==> config.mk <==
export PLATFORM = sky130hd
export DESIGN_NAME = catraca_multi
export DESIGN_NICKNAME = d
export VERILOG_FILES = /design/src/rtl/catraca_pkg.sv /design/src/rtl/seg7_decoder.sv /design/src/rtl/catraca_multi.sv
export SDC_FILE = /design/constraint.sdc
export NUM_CORES = 1
export LEC_CHECK = 0
export ABC_AREA = 1
export BUFFER_PORTS_ARGS = -buffer_cell sky130_fd_sc_hd__buf_2
export CAP_MARGIN = 30
export CELL_PAD_IN_SITES_DETAIL_PLACEMENT = 0
export CELL_PAD_IN_SITES_GLOBAL_PLACEMENT = 1
export CORE_MARGIN = 10
export CORE_UTILIZATION = 43
export DETAILED_ROUTE_END_ITERATION = 7
export PLACE_DENSITY = 0.86
export SLEW_MARGIN = 5
export SYNTH_ARGS = -nofsm -noshare
export SYNTH_HDL_FRONTEND = slang
export SYNTH_SLANG_ARGS = --single-unit
==> constraint.sdc <==
create_clock -name clk_2 -period 4.87 [get_ports clk_2]
set_input_delay 0.974 -clock clk_2 [delete_from_list [all_inputs] [get_ports clk_2]]
set_output_delay 0.974 -clock clk_2 [all_outputs]
set_load 0.03 [all_outputs]
==> src/rtl/catraca_pkg.sv <==
`default_nettype none
// ============================================================================
// Module      : catraca_pkg
// Description : Shared types and constants for the multi-card turnstile.
//               - state_t      : turnstile FSM states
//               - SEG_0..SEG_9 : 7-segment digit patterns (gfedcba, active-high)
//               - SEG_BLANK    : all segments off
// Revision    : 1.0 - initial release
// ============================================================================
package catraca_pkg;

    typedef enum logic [1:0] {
        LOCKED     = 2'd0,
        OPEN       = 2'd1,
        WAIT_CLEAR = 2'd2
    } state_t;

    localparam logic [6:0] SEG_0     = 7'b0111111;
    localparam logic [6:0] SEG_1     = 7'b0000110;
    localparam logic [6:0] SEG_2     = 7'b1011011;
    localparam logic [6:0] SEG_3     = 7'b1001111;
    localparam logic [6:0] SEG_4     = 7'b1100110;
    localparam logic [6:0] SEG_5     = 7'b1101101;
    localparam logic [6:0] SEG_6     = 7'b1111101;
    localparam logic [6:0] SEG_7     = 7'b0000111;
    localparam logic [6:0] SEG_8     = 7'b1111111;
    localparam logic [6:0] SEG_9     = 7'b1101111;
    localparam logic [6:0] SEG_BLANK = 7'b0000000;

endpackage : catraca_pkg
`default_nettype wire

==> src/rtl/seg7_decoder.sv <==
`default_nettype none
// ============================================================================
// Module      : seg7_decoder
// Description : Decimal digit to 7-segment pattern (gfedcba, active-high).
//               Values 10..15 are shown blank.
// Ports       : value_i [3:0] - digit to display
//               seg_o   [6:0] - segment pattern
// Revision    : 1.0 - initial release
// ============================================================================
module seg7_decoder (
    input  logic [3:0] value_i,
    output logic [6:0] seg_o
);
    import catraca_pkg::*;

    always_comb begin
        seg_o = SEG_BLANK;
        case (value_i)
            4'd0:    seg_o = SEG_0;
            4'd1:    seg_o = SEG_1;
            4'd2:    seg_o = SEG_2;
            4'd3:    seg_o = SEG_3;
            4'd4:    seg_o = SEG_4;
            4'd5:    seg_o = SEG_5;
            4'd6:    seg_o = SEG_6;
            4'd7:    seg_o = SEG_7;
            4'd8:    seg_o = SEG_8;
            4'd9:    seg_o = SEG_9;
            default: seg_o = SEG_BLANK;
        endcase
    end

endmodule : seg7_decoder
`default_nettype wire

==> src/rtl/catraca_multi.sv <==
`default_nettype none
// ============================================================================
// Module      : catraca_multi
// Description : Bus turnstile controller for NCARDS prepaid cards. Each card
//               holds a saturating credit balance. A tap either recharges the
//               card (recharge != 0) or pays FARE and opens the gate for
//               OPEN_CYCLES clocks. Exactly one transaction happens per tap;
//               the reader must go empty before the next one.
// Ports       : clk_2      - system clock (rising edge)
//               reset_n    - asynchronous active-low reset
//               card_sel   - one-hot card presence
//               recharge   - credits to add on this tap, 0 = pay-and-pass
//               gate_open  - turnstile released
//               denied     - one-cycle pulse on insufficient balance
//               err_multi  - more than one card on the reader
//               balance    - balance of the single presented card, else 0
//               seg        - 7-segment view of balance, blank if no single card
//               pass_count - passages since reset (wraps)
// Revision    : 1.0 - initial release
// ============================================================================
module catraca_multi #(
    parameter int NCARDS      = 2,
    parameter int CRED_BITS   = 4,
    parameter int MAX_CREDIT  = 5,
    parameter int FARE        = 1,
    parameter int RCH_BITS    = 2,
    parameter int OPEN_CYCLES = 2,
    parameter int CNT_BITS    = 8
) (
    input  logic                 clk_2,
    input  logic                 reset_n,
    input  logic [NCARDS-1:0]    card_sel,
    input  logic [RCH_BITS-1:0]  recharge,
    output logic                 gate_open,
    output logic                 denied,
    output logic                 err_multi,
    output logic [CRED_BITS-1:0] balance,
    output logic [6:0]           seg,
    output logic [CNT_BITS-1:0]  pass_count
);
    import catraca_pkg::*;

    localparam int IDX_W = (NCARDS > 1) ? $clog2(NCARDS) : 1;
    localparam int TMR_W = (OPEN_CYCLES > 1) ? $clog2(OPEN_CYCLES) : 1;
    // One extra bit so the recharge sum cannot wrap before saturation.
    localparam int SUM_W = CRED_BITS + 1;

    localparam logic [CRED_BITS-1:0] FARE_C   = CRED_BITS'(FARE);
    localparam logic [CRED_BITS-1:0] MAX_C    = CRED_BITS'(MAX_CREDIT);
    localparam logic [SUM_W-1:0]     MAX_S    = SUM_W'(MAX_CREDIT);
    localparam logic [TMR_W-1:0]     TMR_LOAD = TMR_W'(OPEN_CYCLES - 1);

    state_t                state_q, state_d;
    logic [TMR_W-1:0]      timer_q, timer_d;
    logic                  denied_q, denied_d;
    logic [CNT_BITS-1:0]   pass_q, pass_d;
    logic [CRED_BITS-1:0]  bal_q [NCARDS];
    logic [CRED_BITS-1:0]  bal_d [NCARDS];

    logic                  seen;
    logic                  multi;
    logic                  single;
    logic [IDX_W-1:0]      idx;
    logic [SUM_W-1:0]      sum;
    logic [6:0]            seg_dec;

    // ------------------------------------------------------------------
    // Card presence decode: 'multi' is set when a second bit is found.
    // ------------------------------------------------------------------
    always_comb begin
        seen  = 1'b0;
        multi = 1'b0;
        idx   = '0;
        for (int i = 0; i < NCARDS; i++) begin
            if (card_sel[i]) begin
                if (seen) begin
                    multi = 1'b1;
                end
                seen = 1'b1;
                idx  = IDX_W'(i);
            end
        end
    end

    assign single = seen & ~multi;

    // ------------------------------------------------------------------
    // FSM next-state, balance and counter update
    // ------------------------------------------------------------------
    assign sum = {1'b0, bal_q[idx]} + SUM_W'(recharge);

    always_comb begin
        state_d  = state_q;
        timer_d  = timer_q;
        denied_d = 1'b0;
        pass_d   = pass_q;
        bal_d    = bal_q;
        case (state_q)
            LOCKED: begin
                if (single) begin
                    if (recharge != '0) begin
                        bal_d[idx] = (sum > MAX_S) ? MAX_C : sum[CRED_BITS-1:0];
                        state_d    = WAIT_CLEAR;
                    end else if (bal_q[idx] >= FARE_C) begin
                        bal_d[idx] = bal_q[idx] - FARE_C;
                        pass_d     = pass_q + CNT_BITS'(1);
                        timer_d    = TMR_LOAD;
                        state_d    = OPEN;
                    end else begin
                        denied_d   = 1'b1;
                        state_d    = WAIT_CLEAR;
                    end
                end
            end
            OPEN: begin
                // Timer loaded with OPEN_CYCLES-1 so the gate stays high
                // for exactly OPEN_CYCLES clocks including the exit cycle.
                if (timer_q == '0) begin
                    state_d = WAIT_CLEAR;
                end else begin
                    timer_d = timer_q - TMR_W'(1);
                end
            end
            WAIT_CLEAR: begin
                if (card_sel == '0) begin
                    state_d = LOCKED;
                end
            end
            default: begin
                state_d = LOCKED;
            end
        endcase
    end

    always_ff @(posedge clk_2 or negedge reset_n) begin
        if (!reset_n) begin
            state_q  <= LOCKED;
            timer_q  <= '0;
            denied_q <= 1'b0;
            pass_q   <= '0;
            for (int i = 0; i < NCARDS; i++) begin
                bal_q[i] <= '0;
            end
        end else begin
            state_q  <= state_d;
            timer_q  <= timer_d;
            denied_q <= denied_d;
            pass_q   <= pass_d;
            bal_q    <= bal_d;
        end
    end

    // ------------------------------------------------------------------
    // Outputs. gate_open is decoded from the state register so that an
    // asynchronous reset closes the gate immediately.
    // ------------------------------------------------------------------
    assign gate_open  = (state_q == OPEN);
    assign denied     = denied_q;
    assign err_multi  = multi;
    assign pass_count = pass_q;
    assign balance    = single ? bal_q[idx] : '0;

    seg7_decoder u_seg7 (
        .value_i (4'(balance)),
        .seg_o   (seg_dec)
    );

    assign seg = single ? seg_dec : SEG_BLANK;

endmodule : catraca_multi
`default_nettype wire

[Word level (Yosys, flattened, before mapping)]
Memories as Yosys holds them, arrays and structs flattened.
Cells that the tools add are included.
Storage, ports and cells
  register bits after elaboration: 20
  latch bits: 0
  bits in writable memories: 0
  memory bits (read-only): 112
  bits of input ports: 6
  word-level logic and storage cells: 68
  memories kept: 1
Cells by class
  $add $sub $neg: 4
  multiply operators: 0
  divide/modulo/power cells: 0
  magnitude comparators: 4
  equal/unequal tests: 7
  shifts and indexed selects: 0
  mux-type cells: 32
  bitwise gates (word level): 4
  reduce and logical (&&, ||, !) cells: 10
Memory list
  (no name shown): depth 16, width 7, rd ports 1, clocked after Yosys merged registers in 0, write ports 0, RTL line seg7_decoder.sv:18  | case (value_i)
Operator list (count)
  two-way mux 4 bit: 6
  bitwise mux 8 bit: 2
  two-way mux 8 bit: 2
  two-way mux 1 bit: 13
  two-way mux 2 bit: 5
  inequality test 2 bit, second input constant: 5
  adder 8 x 1 -> 8 bit, second input constant: 1
  AND reduction 4 bit: 2
  two-way mux 7 bit: 1
  one-hot mux 2 bit (3 select lines): 1
  AND reduction 3 bit: 2
  nonzero test 2 bit: 3
  adder 4 x 2 -> 5 bit: 1
  > comparator 5 x 3 -> 1 bit, second input constant: 1
  demux 4 bit (select 1 bit): 1
  greater-or-equal comparator 4 x 1 -> 1 bit, second input constant: 1
  zero test 2 bit: 2
  subtractor 4 x 1 -> 4 bit, second input constant: 1
  equality test 2 x 1 -> 1 bit, second input constant: 1
  equality test 2 bit, second input constant: 1
  greater-or-equal comparator 2 bit, second input constant: 1
  less-than comparator 2 x 1 -> 1 bit, second input constant: 1
  NOT 1 bit: 2
  NOT 1 -> 2 bit: 1
  4 further kinds: 4

[Longest topological paths before layout]
  depth in word-level cells: 10
  depth in mapped cells: 14
  depth with buffers taken out: 13

[By module]
From an unflattened synthesis, not the netlist that was laid out.
Second synthesis, totals
  cell total of the unflattened synthesis: 241
  area, all modules: 1682.9 um2
By module, submodules not included
  catraca_multi: instances 1, cells each 198, area an instance 1457.6 um2, seq. area each 500.5 um2
  seg7_decoder: instances 1, cells each 43, area an instance 225.2 um2, seq. area each 0.0 um2

[Worst setup path before layout]
No wires, ideal clock.
  path kind: input-to-output
  start point: input port card_sel[1]
  end point: output port seg[4]
  arrival time: 2.880 ns
  data required time: 3.896 ns
  slack: 1.016 ns
  stages on the path: 8
  buffers on the path: 1
  cell sequence: buf_6 > inv_8 > ha_1 > nand2_1 > inv_1 > ha_1 > nor2_1 > o21ai_0
On the way
  longest elaborated chain between the ends: 8
RTL lines
  start, declared: RTL line catraca_multi.sv:32  | input logic [NCARDS-1:0] card_sel,
  two-way mux 1 bit: RTL line catraca_multi.sv:75  | if (card_sel[i]) begin
  NOT 1 -> 2 bit (not written as such): RTL line catraca_multi.sv:161  | assign balance = single ? bal_q[idx] : '0;
  two-way mux 4 bit (not written as such) (3 in a row): RTL line catraca_multi.sv:161
  two-way mux 4 bit *: RTL line catraca_multi.sv:161
  net balance[1]: RTL line catraca_multi.sv:37  | output logic [CRED_BITS-1:0] balance,
  memory read (16 x 7 bit) *
  two-way mux 7 bit *: RTL line catraca_multi.sv:168  | assign seg = single ? seg_dec : SEG_BLANK;
  end, declared: RTL line catraca_multi.sv:38  | output logic [6:0] seg,
The timed path passes the listed nets; every way through them passes the cells marked *. The select of a mux whose other input is x is not followed.

[Worst setup path in the final report]
  start point: input port card_sel[1]
  end point: output port seg[6]
On the way
  longest elaborated chain between the ends: 8
RTL lines (RTL line)
  two-way mux 1 bit: catraca_multi.sv:75
  NOT 1 -> 2 bit (not written as such): catraca_multi.sv:161
  two-way mux 4 bit (not written as such) (3 in a row): catraca_multi.sv:161
  two-way mux 4 bit: catraca_multi.sv:161
  memory read (16 x 7 bit)
  two-way mux 7 bit *: catraca_multi.sv:168
Mark *: on every way between the ends. The rest lies on a longest branch, timed or not. The select of a mux whose other input is x is not followed.

==> run summary <==
Setup repair after global routing left no endpoint under its margin. Worst-case headroom to the max-slew limit: 0.660. The detailed-route wire length on metal 1 is 1.71 mm, and the leakage component of the power is 1.02 nW.

The clock net in this run drives a total of 20 sinks. The startpoint-to-endpoint class of the critical path was in -> out. Kind of capture point of the worst setup path: an output port. The run gives 1 as the count of H-tree levels built during CTS.

The share of the cycle needed by the critical path after routing was 0.758; the power density over cell area was 588 mW/mm2. The synthesized netlist occupies a cell area of 0.00158 mm2. In the detailed route, the total length drawn on met3 is 142 um. The growth of design area from synthesis to finish was 15.3%.

The tools report the number of hold-repair buffers added at the cts stage as 0. The routability congestion estimate is 0.879, and the placed instance area is 0.00175 mm2. The simple-gate portion of the synthesized area came out at 0.306. The via count of the first global-routing pass was 1303. The fraction of synthesis flops using an asynchronous set or reset pin is 1.00. Port buffering added 27 buffers.

The run gives 0.00650 mm2 as the area enclosed by the die boundary. Summed over all instances, the cell type with the most area after synthesis is sky130_fd_sc_hd__dfrtp_1. For the number of endpoints failing setup at the final stage, the log shows 0. In the routed layout, each cell is associated on average with a via count of 4.63. The share of total power consumed by net switching is 0.494, and the share of synthesized area spent on multiplexers is 0. The cell with the most instances after synthesis is sky130_fd_sc_hd__nand2_1. The logs give 1.62 mm for the wire length on met2 and 0 for the initial antenna violation count. The total via count in the routed design was 1362; the share of the synthesized area in the top cell type was 0.317. At the pin with the least slew margin, the transition time is 0.507 ns. Compound-gate portion of the synthesized area: 0.108.

The sequential share of power was 0.279. The number of clock buffers added by TritonCTS is 3. The flow ran to the end, and the final reports show no timing, DRC or antenna violations.

The total routing resource utilization after global routing was 0.110; the clock latency reported for the late side of the worst-skew pair was 0.26 ns. Xor and xnor fraction of the mapped netlist area: 0.0388. Counting flops and latches in the post-synthesis netlist gives 20.

The tools report the aggregate routed wire length as 3.48 mm. 0 antenna diodes ended up in the layout. The total of max-cap violations came out at 0. The data arrival time at the worst-slack endpoint came out at 2.72 ns. The number of nets in the synthesized netlist is 238. The path class of the tightest hold or removal check is reg -> reg. Per-instance average area after synthesis: 7.22 um2. The achievable clock frequency came out at 271 MHz. The analysis attributes to net switching a power of 0.530 mW. The largest buffer count on any clock path is 2.

After routing, the total negative slack on setup checks comes to 0 ns. The cell count after synthesis came out at 219. After clock tree synthesis, the setup repair step added 0 buffers. The detail route stage leaves a number of antenna-violating nets equal to 0. Total global routing overflow: 0.

Die height: 80.6 um. The logs give 0 for the total count of max-transition violations in the final report and 0 for the total of cells resized after clock tree synthesis. After synthesis, the cell types taking the most area are sky130_fd_sc_hd__dfrtp_1, sky130_fd_sc_hd__nand2_1, sky130_fd_sc_hd__inv_1. The logs give 3.90 ns for the worst path required time and 0.00344 mm2 for the core area.

For this run, the post-layout net count is 268. STA classifies the critical path startpoint as a primary input. After clock tree synthesis, the clock-pin slew on the worst setup and hold paths is 0.07 ns. The synthesized netlist contains 29 unique library cells. The logs give 0.317 for the sequential cell area fraction in the yosys report and 0.566 for the combinational share of power.

After detailed routing, the number of remaining DRC violations is 0. The most used flip-flop cell after synthesis is sky130_fd_sc_hd__dfrtp_1. Once layout is done, the placed cells without fillers occupy 0.00182 mm2. The worst path in the final design needs a cycle of 3.69 ns, including I/O delays and setup.

Entering global routing, the biggest net connects 21 pins. The first-pass GRT wire length came out at 5.98 mm. TritonCTS built the clock tree. The ratio of cells with drive above 1 in the final layout is 0.214, and the overall die width is 80.6 um. The logs give 0.542 mW for the cell-internal power and 76 for the initial detailed-routing violation count. The tools report the core occupancy in the finished layout as 0.529. Clock share of power: 0.155. Placed wire-length estimate: 2.81 mm.

The filler cell count was 360; the critical-path maximum fanout was 9. Uppermost signal routing layer after detailed routing: met4. Before antenna repair, the detailed router went through 4 iterations. The total count of hold-check failures in the final report came out at 0.

Sorting the synthesized cells by how often they occur yields sky130_fd_sc_hd__nand2_1, sky130_fd_sc_hd__inv_1, sky130_fd_sc_hd__dfrtp_1, sky130_fd_sc_hd__o21ai_0. In the final routed layout, each cell accounts on average for 11.8 um. The tools report the cell at the root of the clock tree as sky130_fd_sc_hd__clkbuf_8.

Across the VDD grid, the largest voltage drop is 240 uV. The share of synthesized cell area in full adder, half adder and majority cells was 0.108. Across the routed clock network, the largest skew measured is 0.0132 ns.

Yosys mapped a number of flops with a built-in enable equal to 0. The floorplan has 21 rows. The starting density of the core came out at 0.459. By area, the combinational part of the netlist is dominated by simple AND/OR/NAND/NOR gates. The yosys synthesis warning count was 0; the boundary pin count was 28.
cells by family (layout without fill, tap and decap cells):
kind of cell    after synthesis  in the layout
fa+ha+maj                    13             13
flops                        20             20
xor+xnor                      7              7
simple gates                102            102
compound gates               31             31
buf+inv                      46             75
layout make-up:
cell class / instances / area, um2 / area share
Clock buffer: 3 / 41.3 / 0.0227
Clock inverter: 1 / 30.0 / 0.0165
Inverter: 44 / 173 / 0.0948
Multi-Input combinational cell: 153 / 885 / 0.486
Sequential cell: 20 / 500 / 0.275
Tap cell: 46 / 57.6 / 0.0316
Timing Repair Buffer: 27 / 135 / 0.0742
through the flow:
step / hold slack, ns / cells / worst slack (ns) / power [mW]
after global placement: 0.468 / 290 / 1.17 / 0.913
after floorplan: 0.449 / 219 / 1.02 / 0.764
final: 0.508 / 294 / 1.18 / 1.07
after global routing: 0.547 / 294 / 0.999 / 1.18
after CTS: 0.512 / 294 / 1.18 / 1.09
after detailed placement: 0.477 / 290 / 1.18 / 0.917
path summary, 6_finish.rpt:
check	start	end	slack, ns	cells past startpoint
worst max-delay path	card_sel[1]	seg[6]	1.18	10
worst min-delay path	bal_q[5]	bal_q[5]	0.51	2
worst max register to register	bal_q[0]	bal_q[6]	2.92	10
worst min register to register	bal_q[5]	bal_q[5]	0.51	2
max in group asynchronous	reset_n	bal_q[1]	3.89	1
min in group asynchronous	reset_n	state_q[0]	0.65	1
power by group through the flow:
| stage | logic (mW) | clock network, mW | registers, mW |
|---|---|---|---|
| 2_1_floorplan | 0.409 | 0 | 0.355 |
| 3_3_place_gp | 0.614 | 0 | 0.299 |
| 3_5_place_dp | 0.615 | 0 | 0.302 |
| 4_1_cts | 0.618 | 0.170 | 0.300 |
| 5_1_grt | 0.693 | 0.176 | 0.310 |
| 6_report | 0.607 | 0.166 | 0.299 |
cell usage in the layout (no fill, tap or decap):
cell,Yosys,routed
sky130_fd_sc_hd__nand3_1,9,9
sky130_fd_sc_hd__o21ai_2,2,2
sky130_fd_sc_hd__o21ai_0,14,14
sky130_fd_sc_hd__a21oi_1,5,5
sky130_fd_sc_hd__nor2_4,2,2
sky130_fd_sc_hd__bufinv_16,0,1
sky130_fd_sc_hd__a21oi_2,1,1
sky130_fd_sc_hd__o22ai_1,1,1
sky130_fd_sc_hd__fa_1,1,1
sky130_fd_sc_hd__nand2_1,57,57
sky130_fd_sc_hd__xor2_1,6,6
sky130_fd_sc_hd__inv_1,41,41
sky130_fd_sc_hd__clkbuf_8,0,3
sky130_fd_sc_hd__nand3b_1,1,1
sky130_fd_sc_hd__nor2_1,12,12
sky130_fd_sc_hd__nand2_4,2,2
sky130_fd_sc_hd__nand2_2,4,4
sky130_fd_sc_hd__xnor2_1,1,1
sky130_fd_sc_hd__o211ai_1,1,1
sky130_fd_sc_hd__nor2_2,5,5
sky130_fd_sc_hd__dfrtp_1,20,20
sky130_fd_sc_hd__nor3_1,6,6
sky130_fd_sc_hd__inv_8,1,1
sky130_fd_sc_hd__nand3_2,1,1
sky130_fd_sc_hd__nand4_1,1,1
sky130_fd_sc_hd__or2_2,1,1
sky130_fd_sc_hd__buf_2,0,27
sky130_fd_sc_hd__ha_1,12,12
sky130_fd_sc_hd__nand3_4,1,1
sky130_fd_sc_hd__o21ai_1,7,7
sky130_fd_sc_hd__inv_2,2,2
layer usage:
layer	track usage	up-vias
li1	-	733
met3	0.0290	2
met4	0.0158	0
met1	0.144	609
met2	0.181	18
met5	0	-
registers in the layout, indices dropped and copies added, names as in the netlist:
name        flops
bal_q           8
pass_count      8
state_q         2
denied          1
timer_q         1
worst max-delay path, stage by stage:
cell                      delay, ns
sky130_fd_sc_hd__buf_2         0.24
sky130_fd_sc_hd__inv_8         0.07
sky130_fd_sc_hd__ha_1          0.36
sky130_fd_sc_hd__nand2_1       0.23
sky130_fd_sc_hd__inv_1         0.12
sky130_fd_sc_hd__ha_1          0.19
sky130_fd_sc_hd__o21ai_1       0.17
sky130_fd_sc_hd__o21ai_0       0.11
sky130_fd_sc_hd__inv_1         0.06
sky130_fd_sc_hd__buf_2         0.19
(Power assumes the default switching activity.)
